## src/rtl/alu_pkg.sv

```systemverilog
// Shared encodings for the alu_pipe datapath: op codes, flag bit positions
// and multiplier FSM states.
package alu_pkg;

  localparam logic [3:0] ALU_OP_ADD = 4'd0;
  localparam logic [3:0] ALU_OP_SUB = 4'd1;
  localparam logic [3:0] ALU_OP_NEG = 4'd2;
  localparam logic [3:0] ALU_OP_AND = 4'd3;
  localparam logic [3:0] ALU_OP_ORR = 4'd4;
  localparam logic [3:0] ALU_OP_EOR = 4'd5;
  localparam logic [3:0] ALU_OP_LSL = 4'd6;
  localparam logic [3:0] ALU_OP_LSR = 4'd7;
  localparam logic [3:0] ALU_OP_ADC = 4'd8;
  localparam logic [3:0] ALU_OP_SBC = 4'd9;
  localparam logic [3:0] ALU_OP_ASR = 4'd10;
  localparam logic [3:0] ALU_OP_ROR = 4'd11;
  localparam logic [3:0] ALU_OP_MUL = 4'd12;

  localparam int FLAG_N = 3;
  localparam int FLAG_Z = 2;
  localparam int FLAG_C = 1;
  localparam int FLAG_V = 0;

  typedef enum logic [1:0] {
    MUL_IDLE = 2'd0,
    MUL_BUSY = 2'd1,
    MUL_DONE = 2'd2
  } mul_state_t;

endpackage

```

## src/rtl/alu_mul_seq.sv

```systemverilog
// Iterative shift-add multiplier: one partial product per cycle for WIDTH
// cycles, then holds the product in DONE until the consumer acknowledges.
//
// state    | meaning
// MUL_IDLE | waiting for i_start
// MUL_BUSY | accumulating one multiplier bit per cycle
// MUL_DONE | o_prod valid, waiting for i_ack
module alu_mul_seq import alu_pkg::*; #(
  parameter int WIDTH = 8
) (
  input  logic               clk,
  input  logic               rst_n,
  input  logic               i_start,
  input  logic [WIDTH-1:0]   i_a,
  input  logic [WIDTH-1:0]   i_b,
  input  logic               i_ack,
  output logic               o_busy,
  output logic               o_done,
  output logic [2*WIDTH-1:0] o_prod
);

  localparam int CW = $clog2(WIDTH);

  mul_state_t         r_state;
  logic [2*WIDTH-1:0] r_acc;
  logic [2*WIDTH-1:0] r_mcand;
  logic [WIDTH-1:0]   r_mplier;
  logic [CW-1:0]      r_cnt;

  always_ff @(posedge clk or negedge rst_n) begin
    if (!rst_n) begin
      r_state  <= MUL_IDLE;
      r_acc    <= '0;
      r_mcand  <= '0;
      r_mplier <= '0;
      r_cnt    <= '0;
    end else begin
      case (r_state)
        MUL_IDLE: if (i_start) begin
          r_acc    <= '0;
          r_mcand  <= {{WIDTH{1'b0}}, i_a};
          r_mplier <= i_b;
          r_cnt    <= CW'(WIDTH - 1);
          r_state  <= MUL_BUSY;
        end
        MUL_BUSY: begin
          if (r_mplier[0]) r_acc <= r_acc + r_mcand;
          r_mcand  <= r_mcand << 1;
          r_mplier <= r_mplier >> 1;
          if (r_cnt == '0) r_state <= MUL_DONE;
          else             r_cnt   <= r_cnt - 1'b1;
        end
        MUL_DONE: if (i_ack) r_state <= MUL_IDLE;
        default:  r_state <= MUL_IDLE;
      endcase
    end
  end

  assign o_busy = (r_state != MUL_IDLE);
  assign o_done = (r_state == MUL_DONE);
  assign o_prod = r_acc;

endmodule

```

## src/rtl/alu_pipe.sv

```systemverilog
// WIDTH-parametrised ALU with NZCV flags, carry chaining and one registered
// output stage with valid/ready on both sides. ALU_MUL_EN adds op 12 MUL.
module alu_pipe import alu_pkg::*; #(
  parameter  int WIDTH = 8,
  localparam int SHW   = $clog2(WIDTH)
) (
  input  logic             clk,
  input  logic             rst_n,
  input  logic             in_valid,
  output logic             in_ready,
  input  logic [WIDTH-1:0] a,
  input  logic [WIDTH-1:0] b,
  input  logic [3:0]       op,
  input  logic [SHW-1:0]   shamt,
  output logic             out_valid,
  input  logic             out_ready,
  output logic [WIDTH-1:0] out,
  output logic [3:0]       flags
);

  localparam logic [SHW:0] LP_W = (SHW + 1)'(WIDTH);

  logic [WIDTH-1:0] r_out;
  logic [3:0]       r_flags;
  logic             r_out_valid;
  logic             r_cr;

  logic [WIDTH-1:0] w_b_eff;
  logic             w_cin;
  logic [WIDTH:0]   w_sum;
  logic             w_add_v;
  logic [WIDTH:0]   w_lsl;
  logic [WIDTH:0]   w_lsr;
  logic [WIDTH:0]   w_asr;
  logic [SHW:0]     w_shext;
  logic [SHW:0]     w_ramt;
  logic [WIDTH-1:0] w_ror;
  logic [WIDTH-1:0] w_res;
  logic             w_c;
  logic             w_v;
  logic             w_busy;
  logic             w_single;
  logic             w_out_free;
  logic             w_accept;

  always_comb begin
    w_b_eff = b;
    w_cin   = 1'b0;
    case (op)
      ALU_OP_SUB: begin w_b_eff = ~b; w_cin = 1'b1; end
      ALU_OP_ADC: w_cin = r_cr;
      ALU_OP_SBC: begin w_b_eff = ~b; w_cin = r_cr; end
      default: ;
    endcase
  end

  // Subtraction is a + ~b + cin, so the carry out is directly !borrow.
  assign w_sum   = {1'b0, a} + {1'b0, w_b_eff} + {{WIDTH{1'b0}}, w_cin};
  assign w_add_v = (a[WIDTH-1] == w_b_eff[WIDTH-1]) && (w_sum[WIDTH-1] != a[WIDTH-1]);

  assign w_lsl   = {1'b0, a} << shamt;
  assign w_lsr   = {a, 1'b0} >> shamt;
  assign w_asr   = $signed({a, 1'b0}) >>> shamt;
  assign w_shext = {1'b0, shamt};
  assign w_ramt  = (w_shext >= LP_W) ? (w_shext - LP_W) : w_shext;
  assign w_ror   = (a >> w_ramt) | (a << (LP_W - w_ramt));

  always_comb begin
    w_res = a;
    w_c   = 1'b0;
    w_v   = 1'b0;
    case (op)
      ALU_OP_ADD, ALU_OP_SUB, ALU_OP_ADC, ALU_OP_SBC: begin
        w_res = w_sum[WIDTH-1:0];
        w_c   = w_sum[WIDTH];
        w_v   = w_add_v;
      end
      ALU_OP_NEG: w_res = ~b;
      ALU_OP_AND: w_res = a & b;
      ALU_OP_ORR: w_res = a | b;
      ALU_OP_EOR: w_res = a ^ b;
      ALU_OP_LSL: {w_c, w_res} = w_lsl;
      ALU_OP_LSR: {w_res, w_c} = w_lsr;
      ALU_OP_ASR: {w_res, w_c} = w_asr;
      ALU_OP_ROR: begin
        w_res = w_ror;
        w_c   = (shamt != '0) && w_ror[WIDTH-1];
      end
      default: ;
    endcase
  end

  assign w_out_free = !r_out_valid || out_ready;
  assign in_ready   = !w_busy && w_out_free;
  assign w_accept   = in_valid && in_ready;

`ifdef ALU_MUL_EN
  logic               w_mul_done;
  logic               w_mul_ack;
  logic [2*WIDTH-1:0] w_prod;

  assign w_single  = (op != ALU_OP_MUL);
  assign w_mul_ack = w_mul_done && w_out_free;

  alu_mul_seq #(.WIDTH(WIDTH)) u_mul (
    .clk     (clk),
    .rst_n   (rst_n),
    .i_start (w_accept && !w_single),
    .i_a     (a),
    .i_b     (b),
    .i_ack   (w_mul_ack),
    .o_busy  (w_busy),
    .o_done  (w_mul_done),
    .o_prod  (w_prod)
  );
`else
  assign w_single = 1'b1;
  assign w_busy   = 1'b0;
`endif

  always_ff @(posedge clk or negedge rst_n) begin
    if (!rst_n) begin
      r_out       <= '0;
      r_flags     <= '0;
      r_out_valid <= 1'b0;
      r_cr        <= 1'b0;
    end else if (w_accept && w_single) begin
      r_out           <= w_res;
      r_flags[FLAG_N] <= w_res[WIDTH-1];
      r_flags[FLAG_Z] <= (w_res == '0);
      r_flags[FLAG_C] <= w_c;
      r_flags[FLAG_V] <= w_v;
      r_out_valid     <= 1'b1;
      r_cr            <= w_c;
    end
`ifdef ALU_MUL_EN
    else if (w_mul_ack) begin
      r_out           <= w_prod[WIDTH-1:0];
      r_flags[FLAG_N] <= w_prod[WIDTH-1];
      r_flags[FLAG_Z] <= (w_prod[WIDTH-1:0] == '0);
      r_flags[FLAG_C] <= (w_prod[2*WIDTH-1:WIDTH] != '0);
      r_flags[FLAG_V] <= 1'b0;
      r_out_valid     <= 1'b1;
      r_cr            <= (w_prod[2*WIDTH-1:WIDTH] != '0);
    end
`endif
    else if (out_ready) begin
      r_out_valid <= 1'b0;
    end
  end

  assign out       = r_out;
  assign flags     = r_flags;
  assign out_valid = r_out_valid;

endmodule

```

## config.mk

```make
export PLATFORM = sky130hd
export DESIGN_NAME = alu_pipe
export DESIGN_NICKNAME = d
export VERILOG_FILES = /design/src/rtl/alu_pkg.sv /design/src/rtl/alu_mul_seq.sv /design/src/rtl/alu_pipe.sv
export SDC_FILE = /design/constraint.sdc
export NUM_CORES = 1
export LEC_CHECK = 0
export ABC_AREA = 1
export BUFFER_PORTS_ARGS = -buffer_cell sky130_fd_sc_hd__buf_2
export CORE_MARGIN = 2
export CORE_UTILIZATION = 44
export CTS_CLUSTER_DIAMETER = 150
export DETAILED_ROUTE_END_ITERATION = 12
export GPL_TIMING_DRIVEN = 0
export PLACE_DENSITY = 0.64
export SLEW_MARGIN = 20
export SYNTH_ARGS = -nofsm -noshare
export SYNTH_HDL_FRONTEND = slang
export SYNTH_SLANG_ARGS = --single-unit
```

## constraint.sdc

```tcl
create_clock -name clk -period 7.15 [get_ports clk]
set_input_delay 0.3575 -clock clk [delete_from_list [all_inputs] [get_ports clk]]
set_output_delay 0.3575 -clock clk [all_outputs]
set_load 0.02 [all_outputs]
```

==> results by group, run 1 <==
Timing
  • Worst hold slack after final layout: about 0.40 ns
  • Fraction of the cycle the final worst path needs: 0.462
  • Number of failing setup endpoints in the final timing report: 0
  • Setup repair after global routing missed its margin: false
  • Setup TNS: 0 ns
  • Max Freq: 303 MHz
  • Minimum clock period: around 3.3 ns
  • Worst Setup Slack, final: around 3.8 ns
  • Slew HR: 0.651
  • Worst-case clock skew: approximately 0.0015 ns
  • Slew at the pin with the worst max-slew slack: 0.521 ns
  • Max-slew violation total from the final report: 0
  • Endpoints failing hold: 0

Clock tree
  • Post_cts resized: 0
  • H-Tree Level Count: 1
  • Buffer depth of the longest clock path: 2
  • Clock tree from TritonCTS: done
  • Cell at the root of the clock tree: sky130_fd_sc_hd__clkbuf_8
  • Clock latency on the worst-skew pair: roughly 0.24 ns
  • Num Clock Sinks: 12
  • Number of setup buffers added after CTS: 0
  • Number of buffers inserted during clock tree synthesis: 3
  • Count of hold buffers inserted by post-cts repair: 1
  • Clock transition at the registers of the reported paths: about 0.050 ns

Routing
  • Remaining design rule violation count: 0
  • Routed wire length: 8.74 mm
  • Average wire per cell in the routed design: 14.8 microns
  • Number of vias per cell: 5.39
  • Count of routing violations after the opening detailed-route iteration: 204
  • DRT Pass-1 Iters: 5
  • Post-DRT Antenna Nets: 0
  • Via total after detailed routing: around 3200

Floorplanning
  • Overall die height: 81.1 microns
  • Total Die Area: around 6600 sq um
  • Die span in x: 81.1 microns
  • Total I/O pin count: between 40 and 50
  • Core area: 5820 sq um
  • Starting Density: 0.449
  • Number of rows created at floorplan: 28

Power and ir drop
  • Clock network fraction of design power: 0.171
  • Switching pwr: 0.169 mW
  • Power density over the cells: 120 nW/um^2
  • Switching Share: 0.477
  • Internal power of the cells: 0.186 mW
  • LEAKAGE: about 1.7 nW
  • Final total power: approximately 0.35 mW
  • Worst supply voltage drop on vdd: approximately 110 uV
  • Sequential Power Share: 0.242
  • Proportion of power drawn by combinational gates: 0.587

Cells and area
  • Layout cells sized above 1: 0.157
  • Final core utilization: 0.508
  • Most common cell after layout, fill and taps aside: sky130_fd_sc_hd__nand2_1
  • Layout overhead on the synthesized area: 13.0%
  • Net total in the final layout: 573
  • Commonest cells after routing, fill and taps aside: sky130_fd_sc_hd__nand2_1, sky130_fd_sc_hd__nand3_1, sky130_fd_sc_hd__buf_2
  • Number of diodes added for antenna fixing: 0

Placed design
  • HPWL after detailed placement: between 7 and 8 mm
  • Weighted congestion reported at the end of routability-driven placement: between 0.9 and 1
  • Setup slack at placement: between 3 and 4 ns
  • Buffers on Ports: 39

Yosys
  • Area leader, netlist: sky130_fd_sc_hd__nand2_1
  • EDFF count, synth: 0
  • Most area-consuming cells after synthesis: sky130_fd_sc_hd__nand2_1, sky130_fd_sc_hd__nand3_1, sky130_fd_sc_hd__ha_1
  • Post-synthesis async set-or-reset flop share: 1.00
  • Unique cell type count in the Yosys netlist: 33
  • Share of the yosys chip area belonging to registers: 0.115
  • Average footprint of a synthesized cell: around 5.5 sq um
  • Post-Syn Nets: around 530
  • Number of instances in the synthesized netlist: ~470
  • Number of register bits inferred by synthesis: 12
  • Share of the synthesized area in the top cell type: 0.264
  • Primary flip-flop cell chosen by synthesis mapping: sky130_fd_sc_hd__dfrtp_1
  • Ys Warns: 0
  • Netlist area before placement: 2610 sq um

Global routing
  • First-pass GRT wire length: 14.0 mm
  • Antenna violations before repair: 0
  • Number of global-route vias before repair: between 2000 and 3000
  • Total routing usage reported by global routing: 0.274
  • Maximum number of pins on one net before global-route repair: 13
  • Aggregate global routing overflow: 0

Worst setup path
  • Nature of the critical path endpoint: flip-flop
  • Crit-path max cell delay: ~0.47 ns
  • Max Fanout on Critical Path: 10
  • Crit Path Category: in2reg
  • Kind of cell adding the most delay to the critical path: simple AND/OR/NAND/NOR gates
  • Cell breakdown of the critical path: buf_2 -> nor2_1 -> buf_2 -> nand2_1 -> xor2_1 -> fa_1 -> fa_1 -> or2_2 -> nand3_1 -> nand4_1 -> nor2_1 -> nand3_1 -> nand2_1 -> nand2_1 -> nor2_1 -> nand3_1 -> nand2_1
  • Data required time at the worst endpoint: ~7.3 ns
  • Arrival time at the worst endpoint: 3.48 ns
  • Startpoint type of the worst setup path: primary input
  • Buffer and inverter count on the worst path: 2
  • Dominant cell type by count on the critical path: sky130_fd_sc_hd__nand2_1
  • Library cell contributing the largest single delay on the critical path: sky130_fd_sc_hd__fa_1

Hold path
  • Worst hold path type: in2reg

Run status
  • Run status: finished, final reports clean

Flow run
  • Number of max-capacitance violations reported: 0
-- Yosys cell counts (all sizes together) (2+ instances only) --
cell    instances
xor2            8
ha             25
or2             4
nand3b          4
clkbuf          2
o21ai          18
nor2           51
inv            49
a21oi          15
nand4           8
o211ai          3
nor3            2
nand3          66
fa              2
dfrtp          12
buf            11
nand2         188
-- power groups by stage --
stage | registers (mW) | clock network, mW | logic, mW
2_1_floorplan | 0.0989 | 0 | 0.127
3_3_place_gp | 0.0863 | 0 | 0.204
3_5_place_dp | 0.0868 | 0 | 0.205
4_1_cts | 0.0857 | 0.0620 | 0.206
5_1_grt | 0.0868 | 0.0657 | 0.233
6_report | 0.0858 | 0.0606 | 0.209
-- state kept, by name, indices dropped and copies added (netlist names) --
name / cells
out: 8
flags: 3
out_valid: 1
-- through the flow --
stage	instance area (sq um)	instances
2_1_floorplan	2610	474
3_3_place_gp	2900	588
3_5_place_dp	2900	588
4_1_cts	2950	592
5_1_grt	2950	592
6_report	2950	592
-- kinds of logic after synthesis --
| family | after synthesis | synth area share |
|---|---|---|
| buf+inv | 62 | 0.101 |
| simple gates | 323 | 0.531 |
| compound gates | 42 | 0.0919 |
| fa+ha+maj | 27 | 0.135 |
| flops | 12 | 0.115 |
| xor+xnor | 8 | 0.0268 |
-- final cells by class --
class	instances	area [sq um]
fill	672	2860
tap	75	93.8
multi-input combinational	400	2050
timing repair buffer	40	205
inverter	49	184
clock buffer	3	41.3
sequential	12	300
buffer	13	78.8
-- path summary, 6_finish.rpt --
check	start	cells after the start	end	slack (ns)
max	op[2]	17	flags[2]	3.85
min in group asynchronous	rst_n	2	out[1]	0.54
max in group asynchronous	rst_n	2	flags[2]	6.39
min reg2reg	flags[2]	2	flags[2]	0.48
min	out_ready	4	out_valid	0.40
max reg2reg	flags[1]	14	flags[2]	4.46
-- routing by layer --
layer  part of all wire  GRT usage
met1               0.47      0.388
met2               0.44      0.434
met3              0.056     0.0267
met4              0.032     0.0898
met5                  0          0
-- worst reg2reg max path, stage by stage (launching register included) --
cell	delay, ns
sky130_fd_sc_hd__dfrtp_1	0.42
sky130_fd_sc_hd__nand3_1	0.10
sky130_fd_sc_hd__o21ai_0	0.10
sky130_fd_sc_hd__fa_1	0.43
sky130_fd_sc_hd__fa_1	0.44
sky130_fd_sc_hd__or2_2	0.31
sky130_fd_sc_hd__nand3_1	0.07
sky130_fd_sc_hd__nand4_1	0.10
sky130_fd_sc_hd__nor2_1	0.14
sky130_fd_sc_hd__nand3_1	0.10
sky130_fd_sc_hd__nand2_1	0.11
sky130_fd_sc_hd__nand2_1	0.06
sky130_fd_sc_hd__nor2_1	0.08
sky130_fd_sc_hd__nand3_1	0.08
sky130_fd_sc_hd__nand2_1	0.06
(Power assumes the default switching activity.)
==> run 2: changes to the inputs <==
- PLACE_DENSITY: 0.64 -> 0.67
- clock period: 7.15 -> 2.8 ns (I/O delays scaled with it)
==> run 2 against run 1 <==
Flip-flop and latch count unchanged. Final area up 0.72%. Core utilization up 0.37 points. Global-route usage up 0.32 points. First-iteration DRC count up 49%. Final cell count unchanged. Critical path depth unchanged. Critical endpoint unchanged.
==> results by group, run 2 (synthesized netlist as in run 1, its figures left out) <==
Cells and area
  • Number of diodes added for antenna fixing: 0 (unchanged)
  • Layout overhead on the synthesized area: 13.8%
  • Commonest cells after routing, fill and taps aside: sky130_fd_sc_hd__nand2_1, sky130_fd_sc_hd__nand3_1, sky130_fd_sc_hd__buf_2
  • Total area of multi-input combinational cells: 2070 sq um (+0.73%)
  • Number of fill cells in the layout: 646 (-3.9%)
  • Net total in the final layout: 573 (unchanged)
  • Layout cells sized above 1: 0.164 (+0.00774)
  • Storage cell area: 300 sq um (unchanged)
  • Most common cell after layout, fill and taps aside: sky130_fd_sc_hd__nand2_1
  • Final core utilization: 0.512 (+0.00366)
  • Number of flip-flops under the largest register name: 8 (unchanged)

Global routing
  • Aggregate global routing overflow: 0 (unchanged)
  • Maximum number of pins on one net before global-route repair: 13 (unchanged)
  • Total routing usage reported by global routing: 0.277 (+0.00315)
  • Number of global-route vias before repair: 2934 (+3.2%)
  • Antenna violations before repair: 0 (unchanged)
  • First-pass GRT wire length: 14.2 mm (+1.6%)

Placed design
  • HPWL after detailed placement: 6.98 mm (-2.4%)
  • Buffers on Ports: 39 (unchanged)
  • Weighted congestion reported at the end of routability-driven placement: 0.949 (-3.4%)
  • Setup slack at placement: -0.517 ns (-4.09 ns)

Clock tree
  • Clock transition at the registers of the reported paths: 0.05 ns (about the same)
  • Num Clock Sinks: 12 (unchanged)
  • Cell at the root of the clock tree: sky130_fd_sc_hd__clkbuf_8
  • Number of setup buffers added after CTS: 0 (unchanged)
  • H-Tree Level Count: 1 (unchanged)
  • Number of buffers inserted during clock tree synthesis: 3 (unchanged)
  • Clock tree from TritonCTS: done
  • Buffer depth of the longest clock path: 2 (unchanged)
  • Clock latency on the worst-skew pair: 0.24 ns (about the same)

Routing
  • DR WL met3: 722 microns (+48%)
  • Met2 WL post-DR: 3.96 mm (+3.5%)
  • DRT Pass-1 Iters: 5 (unchanged)
  • Via total after detailed routing: 3247 (+1.8%)
  • Count of routing violations after the opening detailed-route iteration: 303 (+49%)
  • Remaining design rule violation count: 0 (unchanged)
  • Post-DRT Antenna Nets: 0 (unchanged)
  • Number of vias per cell: 5.48 (+1.8%)
  • Top layer reached by signal wires: met4
  • Average wire per cell in the routed design: 14.8 microns (about the same)
  • Wire length on met1: 3.82 mm (-7.7%)
  • Routed wire length: 8.73 mm (about the same)

Timing
  • Slew HR: 0.688 (+0.0363)
  • Worst Setup Slack, final: 0.235 ns (-3.61 ns)
  • Endpoints failing hold: 0 (unchanged)
  • Max-slew violation total from the final report: 0 (unchanged)
  • Fraction of the cycle the final worst path needs: 0.916
  • Worst-case clock skew: 0.00576 ns (+0.00424 ns)
  • Max Freq: around 390 MHz
  • Number of failing setup endpoints in the final timing report: 0 (unchanged)
  • Worst hold slack after final layout: 0.178 ns (-0.225 ns)
  • Slew at the pin with the worst max-slew slack: 0.467 ns (-0.0542 ns)
  • Setup repair after global routing missed its margin: false
  • Minimum clock period: 2.56 ns

Worst setup path
  • Startpoint type of the worst setup path: primary input
  • Arrival time at the worst endpoint: 2.74 ns (-0.74 ns)
  • Data required time at the worst endpoint: 2.98 ns (-4.35 ns)
  • Max Fanout on Critical Path: 10 (unchanged)
  • Nature of the critical path endpoint: flip-flop
  • Crit Path Category: in2reg
  • Worst setup path startpoint: op[1]
  • Worst R2R Start: flags[1]

Power and ir drop
  • Worst supply voltage drop on vdd: 202 uV (+89%)
  • Power density over the cells: 307 nW/um^2 (+160%)
  • LEAKAGE: 1.68 nW (+0.37%)
  • Final total power: 0.913 mW (+160%)

Hold path
  • Critical hold path startpoint: out_ready
  • Worst hold path type: in2reg

Floorplanning
  • Number of rows created at floorplan: 28 (unchanged)
  • Overall die height: 81.1 microns (unchanged)
  • Total I/O pin count: 41 (unchanged)
  • Die span in x: 81.1 microns (unchanged)
  • Starting Density: 0.449 (unchanged)
  • Total Die Area: 6570 sq um (unchanged)
  • Core area: 5820 sq um (unchanged)

Run status
  • Run status: finished, final reports clean

Flow run
  • Number of max-capacitance violations reported: 0 (unchanged)
## run 2: metrics by stage
| step | instance area, sq um | TNS, ns | cells |
|---|---|---|---|
| floorplan | 2610 | 0 | 474 |
| CTS | 2960 | 0 | 592 |
| finish | 2980 | 0 | 592 |
| detailed placement | 2900 | -1.75 | 588 |
| global route | 2980 | 0 | 592 |
| global placement | 2900 | -1.57 | 588 |
## run 2: routing by layer
metal  track usage  vias to the layer above
li1              -                     1613
met1         0.383                     1456
met2         0.442                      157
met3        0.0411                       21
met4        0.0864                        0
met5             0                        -
## run 2: worst max-delay path: stages
cell and delay [ns]:
sky130_fd_sc_hd__buf_2 0.13, sky130_fd_sc_hd__nor2_2 0.15, sky130_fd_sc_hd__buf_6 0.17, sky130_fd_sc_hd__nand2_4 0.12
sky130_fd_sc_hd__xor2_1 0.18, sky130_fd_sc_hd__fa_2 0.39, sky130_fd_sc_hd__fa_2 0.38, sky130_fd_sc_hd__or2_2 0.30
sky130_fd_sc_hd__nand3_1 0.08, sky130_fd_sc_hd__nand4_1 0.10, sky130_fd_sc_hd__nor2_1 0.10, sky130_fd_sc_hd__nand3_1 0.08
sky130_fd_sc_hd__nand2_1 0.11, sky130_fd_sc_hd__nand2_1 0.07, sky130_fd_sc_hd__nor2_1 0.09, sky130_fd_sc_hd__nand3_1 0.08
sky130_fd_sc_hd__nand2_1 0.06
## run 2: final timing paths
kind	to	slack, ns	cells past startpoint
worst max-delay path	flags[2]	0.24	17
worst min-delay path	out_valid	0.18	4
worst max register to register	flags[2]	0.31	14
worst min register to register	out[6]	0.48	2
max in group asynchronous	flags[2]	2.24	2
min in group asynchronous	out[1]	0.33	2
## run 2: timing repair
| item | in CTS | in global routing |
|---|---|---|
| gates resized for setup | 3 | 4 |
| hold buffers | 1 | 0 |
| hold endpoints to repair | 12 | 0 |
| setup endpoints to repair | 3 | 1 |
## run 2: power breakdown
part / switching (mW) / internal, mW / total [mW]
sequential: 0.0157 / 0.202 / 0.218
combinational: 0.358 / 0.180 / 0.538
clock: 0.0622 / 0.0947 / 0.157
## run 2: layout make-up
cell class / instances / share of cell area
plain buffers: 13 / 0.0286
repair buffers: 40 / 0.0690
well taps: 75 / 0.0315
multi-input cells: 400 / 0.694
clock buffers: 3 / 0.0139
inverters: 49 / 0.0618
flip-flops and latches: 12 / 0.101
==> run 3: changes to the inputs <==
- CORE_UTILIZATION: 44 -> 54
- CTS_BUF_LIST: not set -> sky130_fd_sc_hd__clkbuf_4 sky130_fd_sc_hd__clkbuf_8
- PLACE_DENSITY: 0.67 -> 0.8
- SYNTH_HIERARCHICAL: not set -> 1
==> run 3 against run 2 <==
Critical path depth did not move. Maximum frequency fell by 0.74%. First-iteration DRC count rose by 17%. Routed wire length rose by 0.77%. Count of clock-buffer cells in the layout did not move. Via count fell by 0.12%. Sequential share of layout area rose by 0.086 points. Combinational power barely moved. Hold slack improved by 0.021 ns. Register-to-register slack got worse by 0.06 ns. Largest power group unchanged.
==> results by group, run 3 <==
Yosys
  • Primary flip-flop cell chosen by synthesis mapping: sky130_fd_sc_hd__dfrtp_1
  • Unique cell type count in the Yosys netlist: 33 (unchanged)
  • Most area-consuming cells after synthesis: sky130_fd_sc_hd__nand2_1, sky130_fd_sc_hd__nand3_1, sky130_fd_sc_hd__ha_1
  • Post-synthesis async set-or-reset flop share: 1.00 (unchanged)
  • Netlist area before placement: 2610 sq um (unchanged)
  • Share of the synthesized area in the top cell type: 0.264 (unchanged)
  • Post-Syn Nets: 528 (unchanged)
  • Share of the yosys chip area belonging to registers: 0.115 (unchanged)
  • Average footprint of a synthesized cell: 5.51 sq um (unchanged)
  • EDFF count, synth: 0 (unchanged)
  • Most common cell in the synthesized netlist: sky130_fd_sc_hd__nand2_1
  • Area leader, netlist: sky130_fd_sc_hd__nand2_1
  • Ys Warns: 6 (+6)
  • Most frequent cells after synthesis: sky130_fd_sc_hd__nand2_1, sky130_fd_sc_hd__nand3_1, sky130_fd_sc_hd__nor2_1, sky130_fd_sc_hd__inv_1, sky130_fd_sc_hd__ha_1
  • Number of instances in the synthesized netlist: 474 (unchanged)
  • Number of register bits inferred by synthesis: 12 (unchanged)

Routing
  • Post-DRT Antenna Nets: 0 (unchanged)
  • Average wire per cell in the routed design: 15.4 microns (+4.3%)
  • Number of vias per cell: 5.67 (+3.4%)
  • Count of routing violations after the opening detailed-route iteration: 353 (+17%)
  • Remaining design rule violation count: 0 (unchanged)
  • Via total after detailed routing: 3243 (-0.12%)
  • DRT Pass-1 Iters: 5 (unchanged)
  • Routed wire length: 8.80 mm (+0.77%)

Worst setup path
  • Data required time at the worst endpoint: 2.99 ns (about the same)
  • Worst setup path startpoint: op[2]
  • Startpoint type of the worst setup path: primary input
  • Worst R2R Start: flags[1]
  • Worst setup slack for register-to-register paths: 0.25 ns (-0.06 ns)
  • Arrival time at the worst endpoint: 2.77 ns (+0.03 ns)
  • Max Fanout on Critical Path: 8 (-2)
  • Crit Path Category: in2reg
  • Nature of the critical path endpoint: flip-flop

Timing
  • Worst Setup Slack, final: 0.216 ns (-0.0191 ns)
  • Endpoints failing hold: 0 (unchanged)
  • Slew at the pin with the worst max-slew slack: 0.464 ns (-0.00305 ns)
  • Number of failing setup endpoints in the final timing report: 0 (unchanged)
  • Max-slew violation total from the final report: 0 (unchanged)
  • Setup TNS: 0 ns (unchanged)
  • Minimum clock period: 2.58 ns (+0.0191 ns)
  • Worst hold slack after final layout: 0.199 ns (+0.0211 ns)
  • Setup repair after global routing missed its margin: false
  • Slew HR: 0.690 (+0.00204)
  • Worst-case clock skew: 0.00894 ns (+0.00318 ns)
  • Max Freq: 387 MHz (-0.74%)
  • Fraction of the cycle the final worst path needs: 0.923 (+0.00683)

Cells and area
  • Number of diodes added for antenna fixing: 0 (unchanged)
  • Number of standard cells in the layout, taps in and fillers out: 572 (-3.4%)
  • Final standard cell area without fillers: 2950 sq um (-0.84%)
  • Net total in the final layout: 574 (+0.17%)
  • Layout cells sized above 1: 0.164 (-0.000317)
  • Commonest cells after routing, fill and taps aside: sky130_fd_sc_hd__nand2_1, sky130_fd_sc_hd__nand3_1, sky130_fd_sc_hd__buf_2
  • Final core utilization: 0.629 (+0.117)
  • Number of flip-flops under the largest register name: 8 (unchanged)
  • Most common cell after layout, fill and taps aside: sky130_fd_sc_hd__nand2_1
  • Layout overhead on the synthesized area: 12.9%

Flow run
  • Number of max-capacitance violations reported: 0 (unchanged)

Clock tree
  • Num Clock Sinks: 12 (unchanged)
  • H-Tree Level Count: 1 (unchanged)
  • Number of buffers inserted during clock tree synthesis: 3 (unchanged)
  • Buffer depth of the longest clock path: 2 (unchanged)
  • Cell at the root of the clock tree: sky130_fd_sc_hd__clkbuf_8
  • Clock transition at the registers of the reported paths: 0.06 ns (about the same)
  • Clock tree from TritonCTS: done
  • Clock latency on the worst-skew pair: 0.24 ns (about the same)

Global routing
  • Antenna violations before repair: 0 (unchanged)
  • Maximum number of pins on one net before global-route repair: 13 (unchanged)
  • Total routing usage reported by global routing: 0.346 (+0.0688)
  • Number of global-route vias before repair: 3137 (+6.9%)
  • First-pass GRT wire length: 14.6 mm (+2.4%)
  • Aggregate global routing overflow: 0 (unchanged)

Run status
  • Run status: finished, final reports clean

Floorplanning
  • Die span in x: 73.6 microns (-9.3%)
  • Starting Density: 0.557 (+0.108)
  • Total Die Area: 5410 sq um (-18%)
  • Total I/O pin count: 41 (unchanged)
  • Overall die height: 73.6 microns (-9.3%)
  • Core area: 4690 sq um (-19%)
  • Number of rows created at floorplan: 25 (-11%)

Hold path
  • Critical hold path startpoint: out_ready
  • Worst hold path type: in2reg

Power and ir drop
  • Final total power: 0.919 mW (+0.66%)
  • LEAKAGE: 1.68 nW (+0.25%)
  • Power density over the cells: 311 nW/um^2 (+1.5%)
  • Proportion of power drawn by combinational gates: 0.589 (about the same)
  • Switching Share: 0.480 (+0.00318)
  • Clock network fraction of design power: 0.173 (about the same)
  • Switching pwr: 0.441 mW (+1.3%)
  • Worst supply voltage drop on vdd: 265 uV (+31%)
  • Sequential Power Share: 0.238 (about the same)
  • Internal power of the cells: 0.477 mW (about the same)

Placed design
  • Dpl cells: 567 (-3.6%)
  • Buffers on Ports: 39 (unchanged)
  • Weighted congestion reported at the end of routability-driven placement: 0.960 (+1.2%)
  • Cell area after placement: 2880 sq um (-0.90%)
  • HPWL after detailed placement: 7.12 mm (+2.0%)
  • Setup slack at placement: -0.514 ns (+0.00318 ns)
[run 3: changes by cell type in the layout (fill, tap and decap cells not counted)]
cell                     delta
sky130_fd_sc_hd__nor2_1     +1
sky130_fd_sc_hd__buf_6      -1
sky130_fd_sc_hd__nor2_2     -1
sky130_fd_sc_hd__buf_4      +2
[run 3: timing repair]
| action | CTS | global route |
|---|---|---|
| hold buffers | 1 | 0 |
| hold endpoints to repair | 12 | 0 |
| gates resized for setup | 3 | 2 |
| setup buffers | 0 | 1 |
| setup endpoints to repair | 2 | 2 |
[run 3: final cells by class]
class	instances	area, sq um
Fill cell	503	1740
Clock buffer	3	41.3
Tap cell	54	67.6
Timing Repair Buffer	41	213
Multi-Input combinational cell	400	2060
Inverter	49	184
Sequential cell	12	300
Buffer	13	81.3
[run 3: worst paths after layout]
path	depth (start not counted)	endpoint
max in group asynchronous	2	out[1]
min in group asynchronous	2	out[7]
worst min register to register	2	flags[2]
worst max register to register	14	flags[2]
worst max-delay path	17	flags[2]
worst min-delay path	4	out_valid
[run 3: cell families after synthesis]
family / share of synthesized area
simple gates: 0.531
buf+inv: 0.101
compound gates: 0.0919
fa+ha+maj: 0.135
flops: 0.115
xor+xnor: 0.0268
[run 3: power by group through the flow]
stage               registers (mW)  clock network, mW  logic (mW)
finish                       0.219              0.159       0.541
global route                 0.222              0.168       0.603
CTS                          0.218              0.158       0.528
detailed placement           0.221                  0       0.523
global placement             0.220                  0       0.518
floorplan                    0.253                  0       0.326
[run 3: worst max-delay path: stages]
cell	delay (ns)
sky130_fd_sc_hd__buf_2	0.15
sky130_fd_sc_hd__nor2_1	0.14
sky130_fd_sc_hd__buf_4	0.16
sky130_fd_sc_hd__nand2_4	0.10
sky130_fd_sc_hd__xor2_1	0.18
sky130_fd_sc_hd__fa_2	0.39
sky130_fd_sc_hd__fa_2	0.37
sky130_fd_sc_hd__or2_2	0.31
sky130_fd_sc_hd__nand3_1	0.08
sky130_fd_sc_hd__nand4_1	0.10
sky130_fd_sc_hd__nor2_1	0.14
sky130_fd_sc_hd__nand3_1	0.10
sky130_fd_sc_hd__nand2_1	0.11
sky130_fd_sc_hd__nand2_1	0.07
sky130_fd_sc_hd__nor2_1	0.08
sky130_fd_sc_hd__nand3_1	0.08
sky130_fd_sc_hd__nand2_1	0.07
[run 3: per-layer routing]
metal  routed length, microns  up-vias  GRT usage
met1                     3910     1450      0.472
li1                         -     1621          -
met3                      685       30     0.0439
met5                        0        -          0
met2                     3870      142      0.547
met4                      328        0      0.143
